==> src/rtl/rst_seq_ctrl_pkg.sv <==
`default_nettype none
// ============================================================================
// rst_seq_pkg : shared types, defaults and helpers for the reset sequencer
// Rev 1.0
// ============================================================================
package rst_seq_pkg;

    typedef enum logic [1:0] {
        ST_HOLD    = 2'd0,
        ST_RELEASE = 2'd1,
        ST_RUN     = 2'd2
    } state_t;

    localparam int DEF_DEBOUNCE_CYC = 16;
    localparam int DEF_HOLD_CYC     = 8;
    localparam int DEF_STEP_CYC     = 4;
    localparam int DEF_STAGES       = 3;

    // Bits needed to count 0..n-1, never less than one bit.
    function automatic int cnt_w(input int n);
        return (n <= 2) ? 1 : $clog2(n);
    endfunction

endpackage
`default_nettype wire

==> src/rtl/rst_seq_ctrl_rst_sync_2ff.sv <==
`default_nettype none
// ============================================================================
// rst_sync_2ff : asynchronous-assert, synchronous-release reset synchronizer
// Rev 1.0
// ============================================================================
module rst_sync_2ff (
    input  logic clk,
    input  logic i_rst_n,
    output logic o_rst_n
);

    logic r_meta;
    logic r_sync;

    always_ff @(posedge clk or negedge i_rst_n) begin
        if (!i_rst_n) begin
            r_meta <= 1'b0;
            r_sync <= 1'b0;
        end else begin
            r_meta <= 1'b1;
            r_sync <= r_meta;
        end
    end

    assign o_rst_n = r_sync;

endmodule
`default_nettype wire

==> src/rtl/rst_seq_ctrl.sv <==
`default_nettype none
// ============================================================================
// rst_seq_ctrl : merges power-on, push-button and software resets and
//                releases STAGES reset outputs in order after a hold delay
// Rev 1.0
// ============================================================================
module rst_seq_ctrl
    import rst_seq_pkg::*;
#(
    parameter int DEBOUNCE_CYC = DEF_DEBOUNCE_CYC,
    parameter int HOLD_CYC     = DEF_HOLD_CYC,
    parameter int STEP_CYC     = DEF_STEP_CYC,
    parameter int STAGES       = DEF_STAGES
) (
    input  logic              clk,
    input  logic              rst_n,
    input  logic              btn_n,
    input  logic              sw_rst_req,
    output logic              sw_rst_ack,
    output logic [STAGES-1:0] rst_out_n,
    output logic              busy
);

    localparam int c_HOLD_W = cnt_w(HOLD_CYC);
    localparam int c_STEP_W = cnt_w(STEP_CYC);
    localparam int c_DB_W   = cnt_w(DEBOUNCE_CYC);

    localparam logic [c_HOLD_W-1:0] c_HOLD_LAST = c_HOLD_W'(HOLD_CYC - 1);
    localparam logic [c_STEP_W-1:0] c_STEP_LAST = c_STEP_W'(STEP_CYC - 1);
    localparam logic [c_DB_W-1:0]   c_DB_LAST   = c_DB_W'(DEBOUNCE_CYC - 1);
    localparam logic [STAGES-1:0]   c_FIRST     = STAGES'(1);

    logic w_rst_int_n;

    rst_sync_2ff u_rst_sync (
        .clk     (clk),
        .i_rst_n (rst_n),
        .o_rst_n (w_rst_int_n)
    );

    // ------------------------------------------------------------------
    // Button synchronizer and debouncer
    // ------------------------------------------------------------------
    logic              r_btn_meta;
    logic              r_btn_sync;
    logic [c_DB_W-1:0] r_db_cnt;
    logic              r_press_q;
    logic              r_press_d;
    logic              w_btn_low;

    assign w_btn_low = ~r_btn_sync;

    // Synchronizer flops idle high so a released button never looks pressed.
    always_ff @(posedge clk or negedge w_rst_int_n) begin
        if (!w_rst_int_n) begin
            r_btn_meta <= 1'b1;
            r_btn_sync <= 1'b1;
            r_db_cnt   <= '0;
            r_press_q  <= 1'b0;
            r_press_d  <= 1'b0;
        end else begin
            r_btn_meta <= btn_n;
            r_btn_sync <= r_btn_meta;
            r_press_d  <= r_press_q;
            if (w_btn_low == r_press_q) begin
                r_db_cnt <= '0;
            end else if (r_db_cnt == c_DB_LAST) begin
                r_db_cnt  <= '0;
                r_press_q <= ~r_press_q;
            end else begin
                r_db_cnt <= r_db_cnt + c_DB_W'(1);
            end
        end
    end

    logic w_trig;
    assign w_trig = (r_press_q & ~r_press_d) | sw_rst_req;

    // ------------------------------------------------------------------
    // Sequencer
    // ------------------------------------------------------------------
    state_t              r_state;
    logic [c_HOLD_W-1:0] r_hold_cnt;
    logic [c_STEP_W-1:0] r_step_cnt;
    logic [STAGES-1:0]   r_rst_out_n;
    logic                r_busy;
    logic                r_ack;
    logic                r_ack_pend;

    state_t              w_state_nx;
    logic [c_HOLD_W-1:0] w_hold_nx;
    logic [c_STEP_W-1:0] w_step_nx;
    logic [STAGES-1:0]   w_rst_nx;
    logic [STAGES-1:0]   w_shift;
    logic                w_busy_nx;
    logic                w_ack_nx;
    logic                w_ack_pend_nx;
    logic                w_enter_run;

    always_ff @(posedge clk or negedge w_rst_int_n) begin
        if (!w_rst_int_n) begin
            r_state     <= ST_HOLD;
            r_hold_cnt  <= '0;
            r_step_cnt  <= '0;
            r_rst_out_n <= '0;
            r_busy      <= 1'b1;
            r_ack       <= 1'b0;
            r_ack_pend  <= 1'b0;
        end else begin
            r_state     <= w_state_nx;
            r_hold_cnt  <= w_hold_nx;
            r_step_cnt  <= w_step_nx;
            r_rst_out_n <= w_rst_nx;
            r_busy      <= w_busy_nx;
            r_ack       <= w_ack_nx;
            r_ack_pend  <= w_ack_pend_nx;
        end
    end

    // Released stages are always a contiguous run from bit 0, so the next
    // stage is released by shifting in a one.
    assign w_shift = (r_rst_out_n << 1) | c_FIRST;

    always_comb begin
        w_state_nx    = r_state;
        w_hold_nx     = r_hold_cnt;
        w_step_nx     = r_step_cnt;
        w_rst_nx      = r_rst_out_n;
        w_busy_nx     = r_busy;
        w_ack_nx      = 1'b0;
        w_ack_pend_nx = r_ack_pend | sw_rst_req;
        w_enter_run   = 1'b0;

        if (w_trig) begin
            w_state_nx = ST_HOLD;
            w_hold_nx  = '0;
            w_rst_nx   = '0;
            w_busy_nx  = 1'b1;
        end else begin
            case (r_state)
                ST_HOLD: begin
                    w_rst_nx  = '0;
                    w_busy_nx = 1'b1;
                    if (r_press_q) begin
                        w_hold_nx = '0;
                    end else if (r_hold_cnt == c_HOLD_LAST) begin
                        w_step_nx  = '0;
                        w_rst_nx   = c_FIRST;
                        w_state_nx = ST_RELEASE;
                        // A single-stage build is fully released here.
                        if (c_FIRST == '1) begin
                            w_enter_run = 1'b1;
                        end
                    end else begin
                        w_hold_nx = r_hold_cnt + c_HOLD_W'(1);
                    end
                end
                ST_RELEASE: begin
                    if (r_step_cnt == c_STEP_LAST) begin
                        w_step_nx = '0;
                        w_rst_nx  = w_shift;
                        if (w_shift == '1) begin
                            w_enter_run = 1'b1;
                        end
                    end else begin
                        w_step_nx = r_step_cnt + c_STEP_W'(1);
                    end
                end
                ST_RUN: begin
                    w_rst_nx  = '1;
                    w_busy_nx = 1'b0;
                end
                default: begin
                    w_state_nx = ST_HOLD;
                    w_hold_nx  = '0;
                    w_rst_nx   = '0;
                    w_busy_nx  = 1'b1;
                end
            endcase

            if (w_enter_run) begin
                w_state_nx    = ST_RUN;
                w_busy_nx     = 1'b0;
                w_ack_nx      = r_ack_pend;
                w_ack_pend_nx = 1'b0;
            end
        end
    end

    assign rst_out_n  = r_rst_out_n;
    assign busy       = r_busy;
    assign sw_rst_ack = r_ack;

endmodule
`default_nettype wire

==> config.mk <==
export PLATFORM = sky130hd
export DESIGN_NAME = rst_seq_ctrl
export DESIGN_NICKNAME = d
export VERILOG_FILES = /design/src/rtl/rst_seq_ctrl_pkg.sv /design/src/rtl/rst_seq_ctrl_rst_sync_2ff.sv /design/src/rtl/rst_seq_ctrl.sv
export SDC_FILE = /design/constraint.sdc
export NUM_CORES = 1
export LEC_CHECK = 0
export CORE_MARGIN = 2
export CORE_UTILIZATION = 60
export DETAILED_ROUTE_END_ITERATION = 10
export HOLD_SLACK_MARGIN = 0.08
export PLACE_DENSITY = 0.81
export SLEW_MARGIN = 0
export SYNTH_ARGS = -nofsm -noshare
export SYNTH_HDL_FRONTEND = slang
export SYNTH_SLANG_ARGS = --single-unit
==> constraint.sdc <==
create_clock -name clk -period 1.3 [get_ports clk]
set_input_delay 0.26 -clock clk [delete_from_list [all_inputs] [get_ports clk]]
set_output_delay 0.26 -clock clk [all_outputs]
set_load 0.005 [all_outputs]
==> flow_metrics.env, run 1 <==
export IMPL_outcome="complete, but fails checks"
export IMPL_violations="negative setup slack"
export IMPL_critPathLaunch="r_state[0]"
export IMPL_hold_viol_final=0
export IMPL_finalWirelength_um=4110
export IMPL_drcViolationCount=0
export IMPL_start_util_pct=65.8
export IMPL_core_um2=1760
export IMPL_dp_cells=157
export IMPL_grt_overflow=0
export IMPL_dr_pass1_iters=4
export IMPL_place_area_um2=1450
export IMPL_vias_per_cell=6.57
export IMPL_drive_above_1_share_pct=40.9
export IMPL_p_per_area_nw_per_um2=1120
export IMPL_numClockSinks=23
export IMPL_hold_path_class="input port to async pin"
export IMPL_yosys_warnings=0
export IMPL_end_kind="register"
export IMPL_synth_nets=121
export IMPL_grt_pass1_wl_um=4620
export IMPL_insertedDiodeCount=0
export IMPL_required_ns=1.49
export IMPL_antenna_left=0
export IMPL_synthFlopType="dfrtp_1"
export IMPL_final_nets=163
export IMPL_final_common_cell="buf_4"
export IMPL_wl_met2_um=2030
export IMPL_final_core_util_pct=93.4
export IMPL_cts_root_buf="clkbuf_4"
export IMPL_avgSynthCellArea_um2=10.8
export IMPL_die_w_um=48.0
export IMPL_die_h_um=48.0
export IMPL_fin_skew_ns=0.0101
export IMPL_period_needed_ns=1.57
export IMPL_rsz0062_at_grt="yes"
export IMPL_max_clock_path_buffers=2
export IMPL_grt_use_total_pct=30.0
export IMPL_fin_ws_ns=-0.271
export IMPL_met3_length_um=443
export IMPL_async_flop_share_pct=100
export IMPL_final_cell_mix="30 x buf_4, 20 x dfrtp_1, 7 x nand3_1"
export IMPL_clkTransAtPathRegs_ns=0.13
export IMPL_slew_violations=0
export IMPL_grt_max_degree=22
export IMPL_reg2reg_slack_ns=-0.27
export IMPL_grt_pass1_vias=1063
export IMPL_peakVddDrop_mv=0.914
export IMPL_path_class="register to register"
export IMPL_cp_arrival_ns=1.76
export IMPL_final_area_um2=1650
export IMPL_yosys_cell_types_count=39
export IMPL_synth_edf_count=0
export IMPL_area_delta_synth_final_pct=41.9
export IMPL_highest_layer="met4"
export IMPL_setup_violations_final=13
export IMPL_htree_levels=1
export IMPL_layout_cells_non_filler=174
export IMPL_synthCells=108
export IMPL_io_buffer_count=8
export IMPL_reg2reg_from="r_state[0]"
export IMPL_wl_met1_um=1450
export IMPL_critPathLaunchType="register"
export IMPL_wl_per_cell_um=23.6
export IMPL_antenna_found_initial=0
export IMPL_drtIter0Drc=68
export IMPL_finalCritPeriodShare_pct=121
export IMPL_cp_max_fo=6
export IMPL_synth_seq_cells=23
export IMPL_drv_cap=0
export IMPL_yosysSeqAreaShare_pct=49.9
export IMPL_clock_latency_ns=0.32
export IMPL_fillCellCount=59
export IMPL_cts_tree="done"
export IMPL_ios=9
export IMPL_rows=15
export IMPL_die_area_um2=2300
export IMPL_place_ws_ns=-0.221
export IMPL_fmax_mhz=637
export IMPL_r2r_end="r_step_cnt[1]"
export IMPL_hpwl_um=1850
export IMPL_num_vias=1143
export IMPL_synth_area_um2=1160
export IMPL_cts_buffers=3
export IMPL_power_leakage_nw=0.768
export IMPL_reg2reg_depth=6
export IMPL_place_congestion=0.744
[how the worst max path moves through the flow]
stage / endpoint / slack [ns] / depth (start not counted)
floorplan: rst_out_n[0] / -0.02 / 5
global placement: r_step_cnt[0] / -0.13 / 4
detailed placement: r_step_cnt[0] / -0.22 / 4
CTS: r_step_cnt[0] / -0.09 / 5
global route: rst_out_n[0] / -0.34 / 3
finish: r_step_cnt[1] / -0.27 / 6
[worst max-delay path, cell delays in order (launching register included)]
cell and delay (ns):
dfrtp_1 0.47, inv_2 0.09, ha_4 0.19, nor2b_4 0.13
buf_6 0.11, o211ai_1 0.28, o211ai_1 0.18
[final cells by class]
class	instances	area (µm²)	share of cell area (%)
clock buffer	4	26.3	1.59
inverter	6	22.5	1.37
multi-input combinational	76	671	40.7
sequential	23	579	35.2
tap	25	31.3	1.90
timing repair buffer	40	318	19.3
[registers in the layout (all words and copies together) (netlist names)]
signal              cells
busy                    1
r_ack_pend              1
r_btn_meta              1
r_btn_sync              1
r_db_cnt                4
r_hold_cnt              3
r_press_d               1
r_press_q               1
r_state                 2
r_step_cnt              2
rst_out_n               3
sw_rst_ack              1
u_rst_sync.o_rst_n      1
u_rst_sync.r_meta       1
[kinds of logic (layout without fill, tap and decap cells)]
group	Yosys count	count (layout)	share of synthesized area, %
buffers and inverters	9	50	3.56
AND/OR/NAND/NOR	34	34	16.4
other	1	1	0.323
flip-flops	23	23	49.9
AO/OA/AOI/OAI	30	30	18.6
adder cells (fa/ha/maj)	9	9	9.70
XOR/XNOR	2	2	1.51
[routing by layer]
metal / vias up / track usage [%]
li1: 471 / -
met5: - / 0
met3: 22 / 5.66
met2: 99 / 55.2
met1: 551 / 33.6
met4: 0 / 11.9
[cells in the mapped netlist, drive strengths merged (2+ instances only)]
cell / number / share of area (%)
nand2b: 2 / 1.1
nor2: 5 / 1.6
dfrtp: 20 / 43
or2: 2 / 1.3
o21ai: 2 / 0.86
nor2b: 3 / 1.6
o211ai: 3 / 1.9
clkbuf: 2 / 0.65
nor3b: 2 / 1.3
a21o: 3 / 1.9
nand3: 7 / 3.0
inv: 6 / 1.9
a21oi: 8 / 3.4
dfstp: 3 / 6.8
a31oi: 3 / 1.6
nand4: 4 / 2.7
nand2: 5 / 1.6
ha: 9 / 9.7
[metrics by stage]
stage          hold WS (ns)  TNS (ns)  total power, mW
2_1_floorplan       -0.0356   -0.0890             1.11
3_3_place_gp          0.209    -0.600             1.26
3_5_place_dp          0.206     -1.32             1.29
4_1_cts              0.0908    -0.347             1.68
5_1_grt              0.0870     -2.76             1.90
6_report             0.0890     -2.17             1.84
[report_power, final]
part | internal [mW] | leakage, nW | switching, mW
clock network | 0.120 | 0.0150 | 0.225
registers | 0.777 | 0.286 | 0.0601
logic | 0.337 | 0.467 | 0.323
[repair_timing]
action                     in CTS  in global routing
pin swaps                      11                  9
setup endpoints to repair      15                 13
gates resized for setup        19                  7
hold buffers                    0                  0
setup buffers                   9                  4
(Power assumes the default switching activity.)
==> inputs of run 2 (changes only) <==
- ABC_AREA: unset -> 1
==> run 2 against run 1 <==
- largest cell class unchanged
- the flow still finishes with violations (negative setup slack)
- wire length decreased by 36%
- total power increased by 17%
- sequential cell count unchanged
- fmax increased by 17%
- area after synthesis decreased by 0.86%
==> flow_metrics.env, run 2 <==
export IMPL_power_leakage_nw=0.757
export IMPL_reg2reg_slack_ns=-0.05
export IMPL_grt_pass1_vias=910
export IMPL_synth_area_um2=1150
export IMPL_yosysSeqAreaShare_pct=50.3
export IMPL_hold_viol_final=0
export IMPL_ctsHoldBuffers=0
export IMPL_num_vias=968
export IMPL_die_w_um=47.8
export IMPL_end_kind="register"
export IMPL_io_buffer_count=8
export IMPL_critPathLaunch="r_state[0]"
export IMPL_grt_pass1_wl_um=3860
export IMPL_clkTransAtPathRegs_ns=0.13
export IMPL_place_congestion=0.851
export IMPL_synth_nets=139
export IMPL_die_area_um2=2280
export IMPL_crit_slowest_cell="dfrtp_2"
export IMPL_synthTopCellsByArea="dfrtp_1 43%, nand2_1 11%, ha_1 9.8%, dfstp_2 6.8%, inv_1 4.9%"
export IMPL_cp_num_buf_inv=2
export IMPL_hpwl_um=1680
export IMPL_max_clock_path_buffers=2
export IMPL_drive_above_1_share_pct=34.8
export IMPL_place_ws_ns=-0.166
export IMPL_cts_root_buf="clkbuf_4"
export IMPL_vias_per_cell=5.38
export IMPL_required_ns=1.55
export IMPL_fillCellCount=95
export IMPL_start_util_pct=65.2
export IMPL_antenna_left=0
export IMPL_rsz0062_at_grt="yes"
export IMPL_synthDominantCellAreaShare_pct=43.5
export IMPL_critical_path_cell_chain="inv_2, ha_4, buf_4, nand4_1, nand2_1, nand2_1, o21ai_1"
export IMPL_peakVddDrop_mv=1.27
export IMPL_synth_seq_cells=23
export IMPL_slowest_delay_ns=0.47
export IMPL_place_area_um2=1330
export IMPL_final_common_cell="nand2_1"
export IMPL_synthFlopType="dfrtp_1"
export IMPL_cts_buffers=3
export IMPL_fin_ws_ns=-0.0464
export IMPL_critPathLaunchType="register"
export IMPL_clock_latency_ns=0.31
export IMPL_reg2reg_depth=7
export IMPL_synth_top_area_cell="dfrtp_1"
export IMPL_die_h_um=47.8
export IMPL_slew_violations=0
export IMPL_hold_path_class="input port to async pin"
export IMPL_antenna_found_initial=0
export IMPL_cp_max_fo=4
export IMPL_synth_edf_count=0
export IMPL_avgSynthCellArea_um2=9.14
export IMPL_cp_depth=7
export IMPL_synthTopCellsByCount="34 x nand2_1, 20 x dfrtp_1, 15 x inv_1"
export IMPL_setup_tns_final_ns=-0.220
export IMPL_yosys_cell_types_count=24
export IMPL_final_area_um2=1520
export IMPL_finalCritPeriodShare_pct=104
export IMPL_outcome="complete, but fails checks"
export IMPL_grt_max_degree=15
export IMPL_ios=9
export IMPL_setup_violations_final=7
export IMPL_fin_skew_ns=0.00210
export IMPL_crit_top_cell="nand2_1"
export IMPL_period_needed_ns=1.35
export IMPL_rows=15
export IMPL_drtIter0Drc=27
export IMPL_yosys_warnings=0
export IMPL_final_nets=169
export IMPL_r2r_end="r_hold_cnt[0]"
export IMPL_holdWs_ns=0.100
export IMPL_insertedDiodeCount=0
export IMPL_final_cell_mix="28 x nand2_1, 19 x dfrtp_1, 18 x buf_4"
export IMPL_area_delta_synth_final_pct=32.2
export IMPL_p_per_area_nw_per_um2=1410
export IMPL_fmax_mhz=743
export IMPL_crit_path_end="r_hold_cnt[0]"
export IMPL_path_class="register to register"
export IMPL_grt_use_total_pct=25.3
export IMPL_violations="negative setup slack"
export IMPL_largest_register="r_db_cnt"
export IMPL_numClockSinks=23
export IMPL_cp_top_family="flip-flops"
export IMPL_grt_overflow=0
export IMPL_cts_tree="done"
export IMPL_cp_arrival_ns=1.59
export IMPL_finalWirelength_um=2610
export IMPL_dr_pass1_iters=4
export IMPL_drv_cap=0
export IMPL_core_um2=1760
export IMPL_reg2reg_from="r_state[0]"
export IMPL_drcViolationCount=0
export IMPL_htree_levels=1
export IMPL_synthCells=126
export IMPL_synth_most_common_cell="nand2_1"
export IMPL_wl_per_cell_um=14.5
export IMPL_largest_reg_flops=4
export IMPL_async_flop_share_pct=100
run 2: changes by cell type in the layout (fill, tap and decap cells not counted), moves of 4 or more:
cell / before / now
o21ai_1: 1 / 5
inv_1: 4 / 11
nand2_1: 5 / 28
nand2_2: 0 / 6
buf_4: 30 / 18
run 2: logic make-up (layout without fill, tap and decap cells):
kind of cell,count (synthesis),after routing,share of synthesized area [%]
DFF,23,23,50.3
xor gates and xnor gates,3,3,2.28
adders and majority gates,9,9,9.78
and+or+nand+nor,61,61,24.0
buffers and inverters,16,45,5.87
AOI/OAI and AO/OA,13,13,7.39
other,1,1,0.326
run 2: final cells by class:
cell class	count	area, µm²	area share (%)
multi-input cells	87	616	40.5
flip-flops and latches	23	581	38.2
repair buffers	26	205	13.5
inverters	15	58.8	3.87
well taps	25	31.3	2.06
clock buffers	3	22.5	1.48
clock inverters	1	7.51	0.493
run 2: routing by layer:
layer | vias to the layer above | wire length [µm] | GRT usage, %
met2 | 39 | 1330 | 40.3
li1 | 457 | - | -
met5 | - | 0 | 0
met1 | 463 | 1040 | 31.9
met3 | 9 | 142 | 4.91
met4 | 0 | 102 | 14.6
run 2: worst min-delay path by stage:
stage / to / slack, ns / cells past startpoint
2_1_floorplan: u_rst_sync.o_rst_n / -0.04 / 0
6_report: u_rst_sync.o_rst_n / 0.10 / 1
5_1_grt: u_rst_sync.r_meta / 0.09 / 1
3_3_place_gp: r_step_cnt[0] / 0.17 / 1
4_1_cts: u_rst_sync.r_meta / 0.1 / 1
3_5_place_dp: r_step_cnt[1] / 0.17 / 1
run 2: power breakdown:
group | total [mW] | internal [mW] | switching, mW
Combinational | 0.902 | 0.439 | 0.463
Clock | 0.332 | 0.117 | 0.215
Sequential | 0.912 | 0.811 | 0.101
Total | 2.15 | 1.37 | 0.779
run 2: what timing repair did:
action / in CTS / in global routing
gates resized for setup: 26 / 14
buffers inserted: 5 / 2
endpoints found under the setup margin: 16 / 12
pin swaps: 4 / 9
endpoints found under the hold margin: 0 / 0
run 2: through the flow:
stage          util (%)  power (mW)  cells
4_1_cts            82.6        2.01    178
5_1_grt            86.2        2.28    180
6_report           86.2        2.15    180
3_5_place_dp       75.6        1.51    169
3_3_place_gp       75.6        1.48    169
2_1_floorplan         -        1.26    126
==> inputs of run 3 (changes only) <==
- CORE_UTILIZATION: 60 -> 30
- PLACE_DENSITY: 0.81 -> 0.46
==> run 3 against run 2 <==
- the run still ends with negative setup slack left
- cell area rose by 3.5%
- total power rose by 4.3%
- cell count rose by 14%
- combinational power rose by 1%
- worst setup slack improved by 0.010 ns
- sequential share of layout area fell by 1.3 points
- global-route usage fell by 14 points
- critical path type unchanged
- largest cell class unchanged
- largest power group is now combinational cells
==> flow_metrics.env, run 3 (synthesis gave the netlist of run 2 again) <==
export IMPL_outcome="complete, but fails checks"
export IMPL_violations="negative setup slack"
export IMPL_end_kind="register"
export IMPL_holdWs_ns=0.152
export IMPL_largest_reg_flops=4
export IMPL_place_ws_ns=-0.136
export IMPL_dr_pass1_iters=4
export IMPL_htree_levels=1
export IMPL_grt_max_degree=22
export IMPL_clock_latency_ns=0.26
export IMPL_rsz0062_at_grt="yes"
export IMPL_area_delta_synth_final_pct=36.7
export IMPL_num_vias=895
export IMPL_largest_register="r_db_cnt"
export IMPL_numClockSinks=23
export IMPL_place_congestion=0.744
export IMPL_io_buffer_count=8
export IMPL_die_area_um2=4350
export IMPL_cp_max_fo=3
export IMPL_hold_path_class="input port to async pin"
export IMPL_reg2reg_depth=7
export IMPL_final_cell_mix="29 x nand2_1, 20 x buf_4, 19 x dfrtp_1"
export IMPL_die_h_um=65.9
export IMPL_cp_arrival_ns=1.54
export IMPL_required_ns=1.50
export IMPL_fin_ws_ns=-0.0360
export IMPL_drcViolationCount=0
export IMPL_start_util_pct=31.2
export IMPL_power_leakage_nw=0.779
export IMPL_p_per_area_nw_per_um2=1420
export IMPL_setup_tns_final_ns=-0.153
export IMPL_final_nets=171
export IMPL_cts_buffers=3
export IMPL_cts_tree="done"
export IMPL_insertedDiodeCount=0
export IMPL_period_needed_ns=1.34
export IMPL_wl_met2_um=1050
export IMPL_grt_pass1_vias=833
export IMPL_grt_pass1_wl_um=3750
export IMPL_drive_above_1_share_pct=33.8
export IMPL_rows=22
export IMPL_fmax_mhz=748
export IMPL_cts_root_buf="clkbuf_8"
export IMPL_reg2reg_from="r_state[0]"
export IMPL_grt_overflow=0
export IMPL_antenna_found_initial=0
export IMPL_final_core_util_pct=42.7
export IMPL_clkTransAtPathRegs_ns=0.08
export IMPL_r2r_end="rst_out_n[0]"
export IMPL_vias_per_cell=4.37
export IMPL_fin_skew_ns=0.00626
export IMPL_place_area_um2=1360
export IMPL_path_class="register to register"
export IMPL_slew_violations=0
export IMPL_wl_met1_um=1100
export IMPL_hpwl_um=1550
export IMPL_drtIter0Drc=42
export IMPL_peakVddDrop_mv=0.825
export IMPL_grt_use_total_pct=11.6
export IMPL_drv_cap=0
export IMPL_finalCritPeriodShare_pct=103
export IMPL_ios=9
export IMPL_fillCellCount=386
export IMPL_hold_viol_final=0
export IMPL_max_clock_path_buffers=2
export IMPL_met3_length_um=86
export IMPL_finalWirelength_um=2270
export IMPL_ctsHoldBuffers=0
export IMPL_die_w_um=65.9
export IMPL_critPathLaunchType="register"
export IMPL_antenna_left=0
export IMPL_final_area_um2=1570
export IMPL_reg2reg_slack_ns=-0.04
export IMPL_core_um2=3690
export IMPL_wl_per_cell_um=11.1
export IMPL_final_common_cell="nand2_1"
export IMPL_highest_layer="met4"
export IMPL_setup_violations_final=6
[run 3: changes by cell type in the layout (fill, tap and decap cells not counted), moves of 3 or more]
cell      previous run  this run
o21ai_1              5         1
clkbuf_4             3         0
clkbuf_8             0         3
nor2_1               6         9
[run 3: worst max-delay path: stages (launching register included)]
cell     delay [ns]
dfrtp_2        0.42
buf_4          0.15
buf_4          0.12
buf_4          0.12
ha_1           0.19
nor2_1         0.10
nand2_1        0.05
o21ai_1        0.11
[run 3: worst max path at each step]
stage | slack [ns] | startpoint | end | cells past startpoint
floorplan | 0.01 | r_state[1] | r_step_cnt[0] | 8
global placement | -0.14 | sw_rst_req | rst_out_n[0] | 6
detailed placement | -0.14 | sw_rst_req | r_hold_cnt[2] | 5
CTS | -0.006 | r_hold_cnt[1] | r_step_cnt[1] | 9
global route | -0.12 | r_state[0] | rst_out_n[0] | 6
finish | -0.04 | r_state[0] | rst_out_n[0] | 7
[run 3: per-layer routing]
metal / track usage [%] / vias to the layer above
met5: 0 / -
met4: 5.36 / 0
met3: 3.58 / 4
met2: 18.2 / 12
met1: 14.7 / 413
li1: - / 466
[run 3: area by class of cell]
cell class / instances / area (µm²) / share of cell area [%]
sequential: 23 / 581 / 36.9
multi-input combinational: 87 / 601 / 38.2
inverter: 15 / 62.6 / 3.97
tap: 48 / 60.1 / 3.82
clock buffer: 4 / 45.0 / 2.86
timing repair buffer: 28 / 225 / 14.3
[run 3: timing repair]
| action | 4_1_cts | 5_1_grt |
|---|---|---|
| setup buffers | 6 | 3 |
| gates resized for setup | 21 | 12 |
| pin swaps | 5 | 4 |
| setup endpoints to repair | 15 | 11 |
[run 3: stage by stage]
| step | power (mW) | instances |
|---|---|---|
| 3_5_place_dp | 1.52 | 192 |
| 6_report | 2.24 | 205 |
| 4_1_cts | 2.13 | 202 |
| 3_3_place_gp | 1.52 | 192 |
| 2_1_floorplan | 1.26 | 126 |
| 5_1_grt | 2.42 | 205 |
[run 3: where the power goes]
part           leakage (nW)  total [mW]  switching, mW  internal, mW
clock                0.0228       0.441          0.223         0.219
combinational         0.463       0.913          0.454         0.459
sequential            0.293       0.884         0.0735         0.811
